**config.mk**
```make
export PLATFORM = sky130hd
export DESIGN_NAME = fre_disp
export DESIGN_NICKNAME = d
export VERILOG_FILES = /design/src/rtl/fre_disp_pkg.sv /design/src/rtl/bin2bcd_seq.sv /design/src/rtl/fre_disp.sv
export SDC_FILE = /design/constraint.sdc
export NUM_CORES = 1
export LEC_CHECK = 0
export ABC_AREA = 0
export BUFFER_PORTS_ARGS = -buffer_cell sky130_fd_sc_hd__buf_4
export CAP_MARGIN = 0
export CORE_ASPECT_RATIO = 1.2
export CORE_MARGIN = 2
export CORE_UTILIZATION = 42
export DETAILED_ROUTE_END_ITERATION = 7
export PLACE_DENSITY = 0.69
export SYNTH_ARGS = -nofsm -noshare
export SYNTH_HDL_FRONTEND = slang
export SYNTH_HIERARCHICAL = 1
export SYNTH_SLANG_ARGS = --single-unit
```
**constraint.sdc**
```tcl
create_clock -name clk -period 4.6 [get_ports clk]
set_input_delay 0.46 -clock clk [delete_from_list [all_inputs] [get_ports clk]]
set_output_delay 0.46 -clock clk [all_outputs]
set_load 0.05 [all_outputs]
```
**src/rtl/fre_disp_pkg.sv**
```systemverilog
// Shared types and constants for the frequency-meter display back end.
// Holds the digit count, the converter FSM states and the 7-segment decode table.
// Segment codes are active-low: [0]=a .. [6]=g, [7]=dp (always off).
package fre_disp_pkg;

    localparam int NDIG = 5;

    typedef enum logic [1:0] {
        IDLE,
        SHIFT,
        DONE
    } state_t;

    localparam logic [7:0] SEG_0     = 8'hC0;
    localparam logic [7:0] SEG_1     = 8'hF9;
    localparam logic [7:0] SEG_2     = 8'hA4;
    localparam logic [7:0] SEG_3     = 8'hB0;
    localparam logic [7:0] SEG_4     = 8'h99;
    localparam logic [7:0] SEG_5     = 8'h92;
    localparam logic [7:0] SEG_6     = 8'h82;
    localparam logic [7:0] SEG_7     = 8'hF8;
    localparam logic [7:0] SEG_8     = 8'h80;
    localparam logic [7:0] SEG_9     = 8'h90;
    localparam logic [7:0] SEG_BLANK = 8'hFF;

    // Non-decimal nibbles cannot occur after a valid conversion; show blank.
    function automatic logic [7:0] seg_decode(input logic [3:0] d);
        case (d)
            4'd0:    seg_decode = SEG_0;
            4'd1:    seg_decode = SEG_1;
            4'd2:    seg_decode = SEG_2;
            4'd3:    seg_decode = SEG_3;
            4'd4:    seg_decode = SEG_4;
            4'd5:    seg_decode = SEG_5;
            4'd6:    seg_decode = SEG_6;
            4'd7:    seg_decode = SEG_7;
            4'd8:    seg_decode = SEG_8;
            4'd9:    seg_decode = SEG_9;
            default: seg_decode = SEG_BLANK;
        endcase
    endfunction

endpackage

```
**src/rtl/bin2bcd_seq.sv**
```systemverilog
// Sequential double-dabble: 16-bit binary fre -> 5 packed BCD digits, started when fre changes.
// Ports: clk, rst_n (sync, active-low), fre in; bcd, bcd_valid (1-cycle pulse), busy out.
// Latency: load at E0, bcd/bcd_valid after E0+17; fre changes while busy are picked up on return to IDLE.
module bin2bcd_seq
    import fre_disp_pkg::*;
(
    input  logic        clk,
    input  logic        rst_n,
    input  logic [15:0] fre,
    output logic [19:0] bcd,
    output logic        bcd_valid,
    output logic        busy
);

    state_t      state;
    state_t      state_nxt;
    logic [15:0] fre_last;
    logic [15:0] shreg;
    logic [19:0] scratch;
    logic [19:0] adj;
    logic [3:0]  cnt;

    always_ff @(posedge clk) begin
        if (!rst_n) state <= IDLE;
        else        state <= state_nxt;
    end

    always_comb begin
        state_nxt = state;
        case (state)
            IDLE:    if (fre != fre_last) state_nxt = SHIFT;
            SHIFT:   if (cnt == 4'd15)    state_nxt = DONE;
            DONE:    state_nxt = IDLE;
            default: state_nxt = IDLE;
        endcase
    end

    // Add-3 correction on every nibble >= 5 so the following shift carries correctly into the next decade.
    always_comb begin
        adj = scratch;
        for (int i = 0; i < NDIG; i++) begin
            if (scratch[4*i +: 4] >= 4'd5) adj[4*i +: 4] = scratch[4*i +: 4] + 4'd3;
        end
    end

    always_ff @(posedge clk) begin
        if (!rst_n) begin
            fre_last  <= '0;
            shreg     <= '0;
            scratch   <= '0;
            cnt       <= '0;
            bcd       <= '0;
            bcd_valid <= 1'b0;
            busy      <= 1'b0;
        end else begin
            case (state)
                IDLE: begin
                    bcd_valid <= 1'b0;
                    if (fre != fre_last) begin
                        shreg    <= fre;
                        fre_last <= fre;
                        scratch  <= '0;
                        cnt      <= '0;
                        busy     <= 1'b1;
                    end else begin
                        busy <= 1'b0;
                    end
                end
                SHIFT: begin
                    {scratch, shreg} <= {adj, shreg} << 1;
                    cnt              <= cnt + 4'd1;
                end
                DONE: begin
                    // busy stays high through this edge so it covers the cycle bcd_valid is seen.
                    bcd       <= scratch;
                    bcd_valid <= 1'b1;
                end
                default: ;
            endcase
        end
    end

endmodule

```
**src/rtl/fre_disp.sv**
```systemverilog
// Frequency-meter display: converts fre to BCD and scans it onto a 5-digit common-anode 7-seg display.
// Ports: clk, rst_n (sync, active-low), fre in; bcd, bcd_valid, busy, seg (active-low), sel (active-low one-hot) out.
// Leading zeros are blanked (units always lit); seg/sel are registered, one cycle behind bcd or digit index.
module fre_disp
    import fre_disp_pkg::*;
#(
    parameter int CLK_F   = 50_000_000,
    parameter int SCAN_HZ = 1000
) (
    input  logic        clk,
    input  logic        rst_n,
    input  logic [15:0] fre,
    output logic [19:0] bcd,
    output logic        bcd_valid,
    output logic        busy,
    output logic [7:0]  seg,
    output logic [4:0]  sel
);

    localparam int            DIV      = CLK_F / SCAN_HZ;
    localparam int            PW       = (DIV > 1) ? $clog2(DIV) : 1;
    localparam logic [PW-1:0] PRE_LAST = PW'(DIV - 1);

    logic [PW-1:0] pre;
    logic [2:0]    idx;
    logic          tick;
    logic [19:0]   shifted;
    logic          blank;
    logic [7:0]    seg_nxt;
    logic [4:0]    sel_nxt;

    bin2bcd_seq u_conv (
        .clk       (clk),
        .rst_n     (rst_n),
        .fre       (fre),
        .bcd       (bcd),
        .bcd_valid (bcd_valid),
        .busy      (busy)
    );

    assign tick = (pre == PRE_LAST);

    // Shifting the current digit down to the bottom also exposes all more significant digits,
    // so the blank test is simply "nothing left from this digit upwards".
    always_comb begin
        shifted = bcd >> {idx, 2'b00};
        blank   = (idx != 3'd0) && (shifted == 20'd0);
        seg_nxt = blank ? SEG_BLANK : seg_decode(shifted[3:0]);
        sel_nxt = ~(5'b00001 << idx);
    end

    always_ff @(posedge clk) begin
        if (!rst_n) begin
            pre <= '0;
            idx <= '0;
            sel <= 5'b11110;
            seg <= SEG_0;
        end else begin
            pre <= tick ? '0 : pre + 1'b1;
            if (tick) idx <= (idx == 3'(NDIG - 1)) ? 3'd0 : idx + 3'd1;
            sel <= sel_nxt;
            seg <= seg_nxt;
        end
    end

endmodule

```
* Word-level counts from Yosys, hierarchy flattened
Memory sizes are Yosys's and may differ from the RTL's.
Cells that the tools add are included.
** Word-level totals
- Memories kept :: 1
- Input bits :: 18
- Logic and storage cells :: 68
- Bits in registers :: 112
- Bits in read-only memories :: 112
** Memories
- (no name shown) :: depth 16, width 7, read ports 1, clocked after memory_dff 0, write ports 0, RTL line fre_disp_pkg.sv:28 : case (d)
** Operators by class
- Add/subtract/negate cells :: 8
- Multiplexer cells :: 18
- Reductions and logical operators :: 11
- Eq/ne operators :: 8
- $lt $le $gt $ge :: 5
- Shift operators :: 2
- Bitwise logic cells :: 2
** Operator list (count)
- 20-bit one-hot mux with 2 select lines :: 1
- 16-bit one-hot mux with 2 select lines :: 1
- 4-bit by 3-bit >= comparator with 1-bit output (second input constant) :: 5
- 20-bit logical NOT :: 1
- 20-bit two-way mux :: 1
- 4-bit two-way mux :: 5
- 20-bit by 5-bit right shift with 20-bit output :: 1
- 16-bit by 1-bit adder with 16-bit output (second input constant) :: 1
- 4-bit by 2-bit adder with 4-bit output (second input constant) :: 4
- 16-bit == test (second input constant) :: 1
- 16-bit two-way mux :: 1
- 16-bit != test :: 1
- 4-bit one-hot mux with 2 select lines :: 1
- 3-bit two-way mux :: 2
- 6-bit two-way mux :: 1
- 2-bit AND reduction :: 3
- 5-bit NOT :: 1
- 1-bit by 3-bit left shift with 5-bit output (first input constant) :: 1
- 4-bit by 1-bit adder with 4-bit output (second input constant) :: 1
- 4-bit == test (second input constant) :: 1
- 2-bit two-way mux :: 2
- 2-bit by 1-bit != test with 1-bit output (second input constant) :: 2
- 2-bit one-hot mux with 2 select lines :: 1
- 2-bit nonzero test :: 2
- 12 further kinds :: 13

* Depth between registers and ports, before layout
Gate-level depths: netlist of the first run.
- Word-level depth :: 4
- Gate-level depth with buffers :: 10

* Cells and area by module
The synthesis of the first run kept the hierarchy.
** By module, submodules not included
- bin2bcd_seq :: area an instance 3668.5 sq um, sequential area each 1601.5 sq um, times used 1, cells an instance 410
- fre_disp :: area an instance 1707.9 sq um, sequential area each 620.6 sq um, times used 1, cells an instance 184

* Worst setup path after synthesis of the first run
Ideal clock, no wire load.
- Path kind :: register to register
- Start point :: register idx[0]
- End point :: register seg[3]
- Library setup time :: 76 ps
- Setup slack :: 2209 ps
- Required time :: 4524 ps
- Arrival :: 2316 ps
- Period minus slack after synthesis :: 2391 ps
- Stages on the path, launching flop included :: 10
- Cells stage by stage :: dfxtp_1 > buf_4 > mux4_1 > a21oi_1 > ha_1 > nor3b_1 > a32oi_1 > a31oi_1 > o21ba_2 > a21boi_0
** Between the ends
- Word-level cells in the longest chain between the ends :: 4
- Elaborated cells on any way between the ends :: 6
- Those cells by class :: 1 x shift; 1 x mux; 3 x reduce/logical; 1 x memory
** RTL lines
- start, declared :: RTL line fre_disp.sv:25 : logic [2:0] idx;
- start signal, assigned :: RTL line fre_disp.sv:60 : if (tick) idx <= (idx == 3'(NDIG - 1)) ? 3'd0 : idx + 3'd1;
- parallel branches: the longest is 3 deep, another holds memory read 16 x 7 bit
- 6-bit two-way mux * :: RTL line fre_disp.sv:48 : seg_nxt = blank ? SEG_BLANK : seg_decode(shifted[3:0]);
- end signal, assigned :: RTL line fre_disp.sv:62 : seg <= seg_nxt;
- end, declared :: RTL line fre_disp.sv:16 : output logic [7:0] seg,
Mark *: on every way between the ends.
A chain may end at the register's enable or synchronous reset.

* Worst setup path after layout of the first run
- Start point :: register idx[1]
- End point :: register seg[3]
The elaborated chain is that of the path after synthesis.

==> out/qor.yml, run 1 <==
fillers: 1163
ant_nets: 0
first_pass_iters: 5
holdWs_ns: 0.376
startpoint_type: "flip-flop"
overflow: 0
grt_pass1_vias: 4072
p_leak_nw: 2.36
pre_cts_ws_ns: 1.75
core_sq_mm: 0.0126
fin_util_pct: 48.8
grt_pass1_wl_um: 19300
clock-root-buffer: "clkbuf_16"
yosys-top-cells-area: "dfxtp_1, nand2_1, ha_1, xor2_1, mux2i_1"
clock_latency_ns: 0.35
regArea_sq_mm: 0.00222
clock_path_buffers: 2
relSlewSlack_pct: 20.9
gp_congestion: 0.880
grt_max_degree: 115
syn_to_final_growth_pct: 13.9
hp-class: "in2reg"
diodes: 0
hold_viol: 0
pin_count: 53
synth-seq-cells: 111
dp_hpwl_um: 7850
skew_ns: 0.00903
fin_ws_ns: 1.75
synth.avg_cell_area_sq_um: 9.05
clk_pin_slew_ns: 0.08
setup-violations-final: 0
critPathRequiredTime_ns: 4.87
hold_end: "u_conv/fre_last[2]"
dieArea_sq_mm: 0.0137
p_per_area_mw_per_mm2: 315
status: "completed"
post-route-min-period_ns: 2.85
fp-row-count: 45
ff2ff_path_depth: 9
cp_max_fo: 14
ctsHoldBuffers: 0
synth_edf_count: 0
synth_cells: 594
final_nets: 665
peakVddDrop_mv: 0.235
yosysTopAreaCellShare_pct: 41.3
h-tree-depth: 3
wire_per_inst_um: 14.6
track_usage_pct: 17.1
fin_tns_setup_ns: 0
dr_total_vias: 4316
rsz0062_at_grt: "no"
synthFlopType: "dfxtp_1"
hold_depth: 3
cts_tree: "yes"
hold_start: "fre[2]"
regToRegSetupSlack_ns: 1.75
multi_input_area_sq_mm: 0.00293
synth_nets: 634
cts-buffers-inserted: 9
synth_cell_types: 54
timing.rr.end: "seg[3]"
drv_slew: 0
antenna_found_initial: 0
end_kind: "flip-flop"
ys_seq_area_share_pct: 41.3
remaining_drc_errors: 0
cts.sinks: 111
worstMarginPinSlew_ns: 1.18
yosysWarnings: 6
fmax_ghz: 0.350
cts_resized: 0
via_per_inst: 5.44
crit_type: "reg2reg"
die_w_um: 107
yosysTopAreaCell: "dfxtp_1"
drive_gt1_share_pct: 15.6
drt-initial-drc-count: 261
max-cap-violations: 0
timing.rr.start: "idx[1]"
post-route-period-util_pct: 62.1
port_buffers: 51
cp.arrival_ns: 3.13
postCtsSetupBuffers: 0
async_reset_ff_share_pct: 0
wl_um: 11600
syn-cell-area_sq_mm: 0.00538
start_util_pct: 42.8
die_h_um: 128
==> per-layer routing <==
| layer | global-route usage [%] | vias up | part of all wire (%) |
|---|---|---|---|
| li1 | - | 2155 | - |
| met1 | 20.9 | 2079 | 45 |
| met2 | 30.3 | 68 | 51 |
| met3 | 2.85 | 14 | 2.6 |
| met4 | 5.81 | 0 | 1.4 |
| met5 | 0 | - | 0 |
==> cell usage after synthesis, types with 17 or more instances <==
library cell and n:
o21a_1 17, xor2_1 29, mux2i_1 23, o21ai_0 21, nor2_1 30, dfxtp_1 111, nand3_1 27, nand2_1 94
a21oi_1 21, a21boi_0 26, clkbuf_1 24, ha_1 22
==> sequential cells by signal, summed over array words and instances, names as in the netlist, 4 cells and up <==
signal,flops
u_conv/fre_last,16
u_conv/bcd,20
u_conv/scratch,20
sel,5
pre,16
u_conv/shreg,16
seg,7
u_conv/cnt,4
==> worst max-delay path by stage <==
stage               endpoint  cells past startpoint    from  slack (ns)
floorplan             seg[3]                      9  idx[0]        2.21
global placement      seg[5]                      9  idx[1]        1.94
detailed placement    seg[3]                      9  idx[1]        1.75
CTS                   seg[3]                      9  idx[1]        1.74
global route          seg[5]                      9  idx[1]        1.31
finish                seg[3]                      9  idx[1]        1.75
==> layout by cell type (no fill, tap or decap), types with 2 or more instances in the layout <==
master / instances
dfxtp_1: 111
nand2_1: 94
buf_4: 55
nor2_1: 29
xor2_1: 29
nand3_1: 27
a21boi_0: 26
mux2i_1: 23
ha_1: 22
a21oi_1: 21
o21ai_0: 21
o21a_1: 17
inv_1: 16
o221a_2: 14
o22ai_1: 12
xnor2_1: 9
clkbuf_16: 9
nor4_1: 8
nand4_1: 7
a31oi_1: 7
nand2b_1: 7
and3_1: 6
nor2b_1: 5
nor4b_2: 5
nand3b_1: 3
and4_1: 3
a21boi_1: 3
inv_6: 3
o32ai_1: 3
or3_1: 2
and2_1: 2
a211o_1: 2
o211ai_1: 2
nor3b_1: 2
nor3_1: 2
inv_8: 2
==> per-stage QoR <==
stage               total power [mW]  cell area [sq um]  std cells
finish                          1.93               6120        794
global route                    2.01               6120        794
CTS                             1.95               6120        794
detailed placement              1.17               5830        778
global placement                1.17               5830        778
floorplan                       1.13               5380        594
==> layout make-up <==
| type | instances | share of cell area, % |
|---|---|---|
| Multi-Input combinational cell | 432 | 47.8 |
| Clock buffer | 9 | 3.68 |
| Sequential cell | 111 | 36.3 |
| Tap cell | 164 | 3.35 |
| Clock inverter | 7 | 1.19 |
| Inverter | 16 | 0.981 |
| Timing Repair Buffer | 55 | 6.74 |
==> cell families (layout without fill, tap and decap cells) <==
logic type,Yosys count,count (layout),synth area share (%)
AO/OA/AOI/OAI,136,136,18.3
XOR/XNOR,38,38,6.19
adder cells (fa/ha/maj),22,22,5.12
buffers and inverters,51,87,4.40
flip-flops,111,111,41.3
multiplexers,26,26,5.40
other,1,1,0.0697
AND/OR/NAND/NOR,209,209,19.2
==> report_power, final <==
group	leakage [nW]	internal [mW]	switching, mW
clock	0.144	0.386	0.393
sequential	0.904	0.988	0.0184
combinational	1.32	0.0615	0.0830
total	2.36	1.44	0.495
==> worst max-delay path: stages (launching register included) <==
cell      delay, ns
dfxtp_1        0.69
mux2i_1        0.25
o21ai_0        0.09
o21ai_0        0.57
ha_1           0.31
nor3b_1        0.19
a32oi_1        0.07
a31oi_1        0.24
o21ba_2        0.22
a21boi_0       0.15
(Power assumes the default switching activity.)
==> run 2, diff against run 1 <==
--- a/config.mk
+++ b/config.mk
@@ -12,7 +12,7 @@
 export CORE_MARGIN = 2
 export CORE_UTILIZATION = 42
 export DETAILED_ROUTE_END_ITERATION = 7
-export PLACE_DENSITY = 0.69
+export PLACE_DENSITY = 0.71
 export SYNTH_ARGS = -nofsm -noshare
 export SYNTH_HDL_FRONTEND = slang
 export SYNTH_HIERARCHICAL = 1
==> constraint.sdc (replaced) <==
create_clock -name clk -period 2.3 [get_ports clk]
set_input_delay 0.23 -clock clk [delete_from_list [all_inputs] [get_ports clk]]
set_output_delay 0.23 -clock clk [all_outputs]
set_load 0.05 [all_outputs]
==> run 2 against run 1 <==
Final area rose by 1.6%. First-iteration DRC count fell by 18%. Setup slack got worse by 1.6 ns. Cell count rose by 1.9%. Wire length rose by 2.4%.
==> out/qor.yml, run 2 (same netlist as run 1, synthesis figures left out) <==
cts.sinks: 111
relSlewSlack_pct: 36.7
critPathRequiredTime_ns: 2.57
antenna_found_initial: 0
hold_end: "u_conv/fre_last[1]"
wl_um: 11900
skew_ns: 0.00531
final_nets: 680
drive_gt1_share_pct: 17.8
syn_to_final_growth_pct: 15.7
pin_count: 53
setup-violations-final: 0
die_w_um: 107
clk_pin_slew_ns: 0.07
port_buffers: 51
p_per_area_mw_per_mm2: 604
cp_max_fo: 5
fin_ws_ns: 0.148
regArea_sq_mm: 0.00222
cts_tree: "yes"
overflow: 0
post-route-period-util_pct: 93.6
rsz0062_at_grt: "no"
first_pass_iters: 5
wire_per_inst_um: 14.7
hold_start: "fre[1]"
dp_cells: 790
multi_input_area_sq_mm: 0.00295
clock_path_buffers: 2
remaining_drc_errors: 0
grt_pass1_wl_um: 19700
ff2ff_path_depth: 8
end_kind: "flip-flop"
post-route-min-period_ns: 2.15
fmax_ghz: 0.465
startpoint_type: "flip-flop"
final_cell_mix: "dfxtp_1, nand2_1, buf_4"
hp-class: "in2reg"
start_util_pct: 42.8
worstMarginPinSlew_ns: 0.948
hold_depth: 3
drv_slew: 0
peakVddDrop_mv: 0.320
holdWs_ns: 0.157
regToRegSetupSlack_ns: 0.15
fin_tns_setup_ns: 0
diodes: 0
via_per_inst: 5.38
max-cap-violations: 0
fp-row-count: 45
dr_total_vias: 4355
h-tree-depth: 3
crit_type: "reg2reg"
dieArea_sq_mm: 0.0137
dp_hpwl_um: 8380
core_sq_mm: 0.0126
track_usage_pct: 17.6
clock-root-buffer: "clkbuf_16"
gp_congestion: 0.810
die_h_um: 128
fillers: 1190
hold_viol: 0
cts-buffers-inserted: 9
clock_latency_ns: 0.35
power_mw: 3.75
layout_commonest_cell: "dfxtp_1"
pre_cts_ws_ns: 0.0412
cp.arrival_ns: 2.43
ant_nets: 0
instances_no_fill: 809
status: "completed"
grt_max_degree: 55
reg_top3: "u_conv/bcd: 20 flops, u_conv/scratch: 20 flops"
drt-initial-drc-count: 213
timing.rr.end: "seg[5]"
grt_pass1_vias: 4193
timing.rr.start: "idx[0]"
p_leak_nw: 2.42
[run 2: where the power goes]
part | leakage [nW] | internal [mW] | total (mW) | switching (mW)
Combinational | 1.39 | 0.129 | 0.301 | 0.172
Sequential | 0.904 | 1.98 | 2.01 | 0.0375
Clock | 0.134 | 0.765 | 1.44 | 0.676
[run 2: what timing repair did]
| item | CTS | global route |
|---|---|---|
| endpoints found under the setup margin | 0 | 11 |
| buffers inserted | 0 | 2 |
| gates resized for setup | 0 | 6 |
| hold buffers | 0 | 0 |
[run 2: layer usage]
layer  up-vias  wire, um  track usage, %
met2        51      5970            29.6
li1       2184         -               -
met4         0       235            7.49
met5         -         0               0
met3        17       350            3.30
met1      2103      5320            22.1
[run 2: worst max-delay path, cell delays in order, from the launching register on]
cell      delay, ns
dfxtp_1        0.35
mux4_2         0.52
a21oi_2        0.18
ha_2           0.21
nor3b_2        0.17
a32oi_1        0.06
a31oi_1        0.24
o21ba_4        0.21
a21boi_0       0.13
[run 2: how the worst max path moves through the flow]
stage           start  endpoint  slack [ns]  cells past startpoint
6_report       idx[0]    seg[5]        0.15                      8
5_1_grt        idx[0]    seg[5]       0.005                      8
4_1_cts        idx[0]    seg[3]        0.03                      8
3_5_place_dp   idx[0]    seg[3]        0.04                      8
3_3_place_gp   idx[0]    seg[5]        0.16                      8
2_1_floorplan  idx[0]    seg[5]       0.001                      9
[run 2: metrics by stage]
step	util (%)	instance area, sq um
global placement	47.1	5920
finish	49.5	6220
CTS	49.3	6190
floorplan	-	5380
global route	49.5	6220
detailed placement	47.1	5920
[run 2: layout make-up]
cell class / count / area share [%]
clock buffer: 13 / 4.02
clock inverter: 3 / 0.302
inverter: 16 / 0.965
multi-input combinational: 433 / 47.3
sequential: 111 / 35.7
tap: 164 / 3.30
timing repair buffer: 69 / 8.33
==> run 3, diff against run 2 <==
--- a/config.mk
+++ b/config.mk
@@ -12,8 +12,7 @@
 export CORE_MARGIN = 2
 export CORE_UTILIZATION = 42
 export DETAILED_ROUTE_END_ITERATION = 7
-export PLACE_DENSITY = 0.71
+export PLACE_DENSITY = 0.69
 export SYNTH_ARGS = -nofsm -noshare
 export SYNTH_HDL_FRONTEND = slang
-export SYNTH_HIERARCHICAL = 1
 export SYNTH_SLANG_ARGS = --single-unit
==> constraint.sdc (replaced) <==
create_clock -name clk -period 2.6 [get_ports clk]
set_input_delay 0.26 -clock clk [delete_from_list [all_inputs] [get_ports clk]]
set_output_delay 0.26 -clock clk [all_outputs]
set_load 0.05 [all_outputs]
==> run 3 against run 2 <==
Final area shrank 0.54%. Critical path type unchanged. Cell count grew 2.8%. Combinational power shrank 34%. Critical path depth shrank 1. Largest power group unchanged. Highest routed layer unchanged. Synthesized cell count grew 4.5%. First-iteration DRC count grew 65%. Die area shrank 0.38%. Utilization shrank 0.27 points. Hold slack gained 0.047 ns. Setup slack gained 0.13 ns. Clock-buffer cell count shrank 3. Fmax shrank 7.3%. Largest cell class unchanged.
==> out/qor.yml, run 3 <==
pin_count: 53
yosysWarnings: 0
clock_path_buffers: 2
synth_cell_types: 62
via_per_inst: 5.68
fin_ws_ns: 0.279
postCtsSetupBuffers: 0
grt_pass1_wl_um: 21900
reg_top3: "u_conv.bcd: 20 flops, u_conv.scratch: 20 flops"
max-cap-violations: 0
drt-initial-drc-count: 352
relSlewSlack_pct: 54.9
critical_path.startpoint: "idx[0]"
clock_latency_ns: 0.35
track_usage_pct: 19.7
dr_total_vias: 4726
synthXorXnorAreaFrac_pct: 6.21
synth_compound_area_share_pct: 21.2
regToRegSetupSlack_ns: 0.28
peakVddDrop_mv: 0.292
start_util_pct: 42.7
synth-seq-cells: 111
cts.sinks: 111
yosys-top-cells-area: "dfxtp_1, a21oi_1, ha_1, nand3_1, nand2_1"
synthFlopType: "dfxtp_1"
skew_ns: 0.00985
crit_path_cell_trace: "mux4_1 -> and2_1 -> a31oi_1 -> ha_1 -> or3b_2 -> a21oi_1 -> o22ai_1"
hp-class: "in2reg"
cp_max_fo: 3
cts_resized: 0
synth_top_family_by_area: "compound AO/OA/AOI/OAI gates"
fmax_ghz: 0.431
grt_pass1_vias: 4548
synth_simple_gate_area_share_pct: 19.0
yosysTopAreaCell: "dfxtp_1"
path_depth: 7
wl_um: 13100
cts_tree: "yes"
synth_cells: 621
endpoint: "seg[4]"
first_pass_iters: 5
post-route-min-period_ns: 2.32
ctsHoldBuffers: 0
core_sq_mm: 0.0126
crit_buf_inv: 0
syn-cell-area_sq_mm: 0.00536
diodes: 0
drive_gt1_share_pct: 15.6
synth_fa_ha_area_share_pct: 5.14
layout_commonest_cell: "dfxtp_1"
status: "completed"
wire_per_inst_um: 15.8
overflow: 0
ant_nets: 0
rsz0062_at_grt: "no"
startpoint_type: "flip-flop"
cp.arrival_ns: 2.54
die_w_um: 107
setup-violations-final: 0
yosysTopAreaCellShare_pct: 41.5
critPathRequiredTime_ns: 2.81
clock-root-buffer: "clkbuf_16"
synth.avg_cell_area_sq_um: 8.62
gp_congestion: 0.909
p_leak_nw: 2.35
final_cell_mix: "dfxtp_1, buf_4, nand2_1"
syn_to_final_growth_pct: 15.5
cp_top_family: "simple AND/OR/NAND/NOR gates"
worstMarginPinSlew_ns: 0.675
die_h_um: 128
grt_max_degree: 37
crit_type: "reg2reg"
dp_hpwl_um: 9480
synth_most_common_cell: "dfxtp_1"
cts-buffers-inserted: 9
fin_tns_setup_ns: 0
async_reset_ff_share_pct: 0
synthMuxAreaShare_pct: 2.20
ff2ff_path_depth: 7
post-route-period-util_pct: 89.3
synth_edf_count: 0
antenna_found_initial: 0
dieArea_sq_mm: 0.0137
pre_cts_ws_ns: 0.285
hold_viol: 0
final_nets: 703
clk_pin_slew_ns: 0.08
timing.rr.start: "idx[0]"
timing.rr.end: "seg[4]"
design_area_sq_mm: 0.00619
p_per_area_mw_per_mm2: 533
crit_slowest_cell: "mux4_1"
port_buffers: 51
max_stage_delay_ns: 0.57
end_kind: "flip-flop"
h-tree-depth: 3
remaining_drc_errors: 0
fp-row-count: 45
ys_seq_area_share_pct: 41.5
drv_slew: 0
dpl-instance-area_sq_mm: 0.00590
fillers: 1196
ys_top_cells_by_count: "dfxtp_1, nand2_1, a21oi_1, nand3_1, nor2_1"
synth_nets: 661
==> run 3: layer usage <==
layer | share of wire, % | up-vias | GRT usage [%]
li1 | - | 2323 | -
met2 | 52 | 100 | 34.7
met5 | 0 | - | 0
met3 | 3.4 | 18 | 2.80
met1 | 43 | 2285 | 24.6
met4 | 1.8 | 0 | 6.42
==> run 3: cell families after synthesis <==
logic type	Yosys count
and+or+nand+nor	212
adders and majority gates	22
DFF	111
xor gates and xnor gates	38
buffers and inverters	57
AOI/OAI and AO/OA	172
muxes	8
other	1
==> run 3: worst min path at each step <==
| stage | cells past startpoint | start | slack [ns] | to |
|---|---|---|---|---|
| global route | 3 | fre[0] | 0.20 | u_conv.shreg[0] |
| finish | 3 | fre[0] | 0.20 | u_conv.shreg[0] |
| global placement | 1 | pre[0] | 0.44 | pre[0] |
| CTS | 3 | fre[0] | 0.19 | u_conv.shreg[0] |
| floorplan | 2 | fre[0] | 0.41 | u_conv.fre_last[0] |
| detailed placement | 2 | u_conv.busy | 0.45 | u_conv.busy |
==> run 3: report_power, final <==
| part | switching, mW | internal (mW) | total, mW | leakage, nW |
|---|---|---|---|---|
| sequential | 0.0331 | 1.74 | 1.77 | 0.903 |
| clock | 0.654 | 0.667 | 1.32 | 0.136 |
| combinational | 0.126 | 0.0736 | 0.200 | 1.31 |
| total | 0.814 | 2.48 | 3.29 | 2.35 |
==> run 3: layout make-up <==
| cell class | instances | area [sq um] | share of cell area (%) |
|---|---|---|---|
| Multi-Input combinational cell | 453 | 2890 | 46.7 |
| Sequential cell | 111 | 2220 | 35.9 |
| Timing Repair Buffer | 69 | 518 | 8.37 |
| Clock buffer | 10 | 229 | 3.70 |
| Tap cell | 164 | 205 | 3.32 |
| Inverter | 19 | 71.3 | 1.15 |
| Clock inverter | 6 | 55.1 | 0.890 |
==> run 3: stage by stage <==
stage / hold slack [ns] / power (mW) / cells / util [%]
4_1_cts: 0.193 / 3.32 / 832 / 49.3
3_3_place_gp: 0.442 / 2.01 / 816 / 47.0
2_1_floorplan: 0.408 / 1.94 / 621 / -
3_5_place_dp: 0.450 / 2.01 / 816 / 47.0
5_1_grt: 0.199 / 3.42 / 832 / 49.3
6_report: 0.204 / 3.29 / 832 / 49.3
==> run 3: worst register-to-register path, delay by kind of cell, from the launching register on <==
family / cells / cell delay, ns
flip-flops: 1 / 0.38
adder cells (fa/ha/maj): 1 / 0.19
AND/OR/NAND/NOR: 2 / 0.61
multiplexers: 1 / 0.57
AO/OA/AOI/OAI: 3 / 0.43
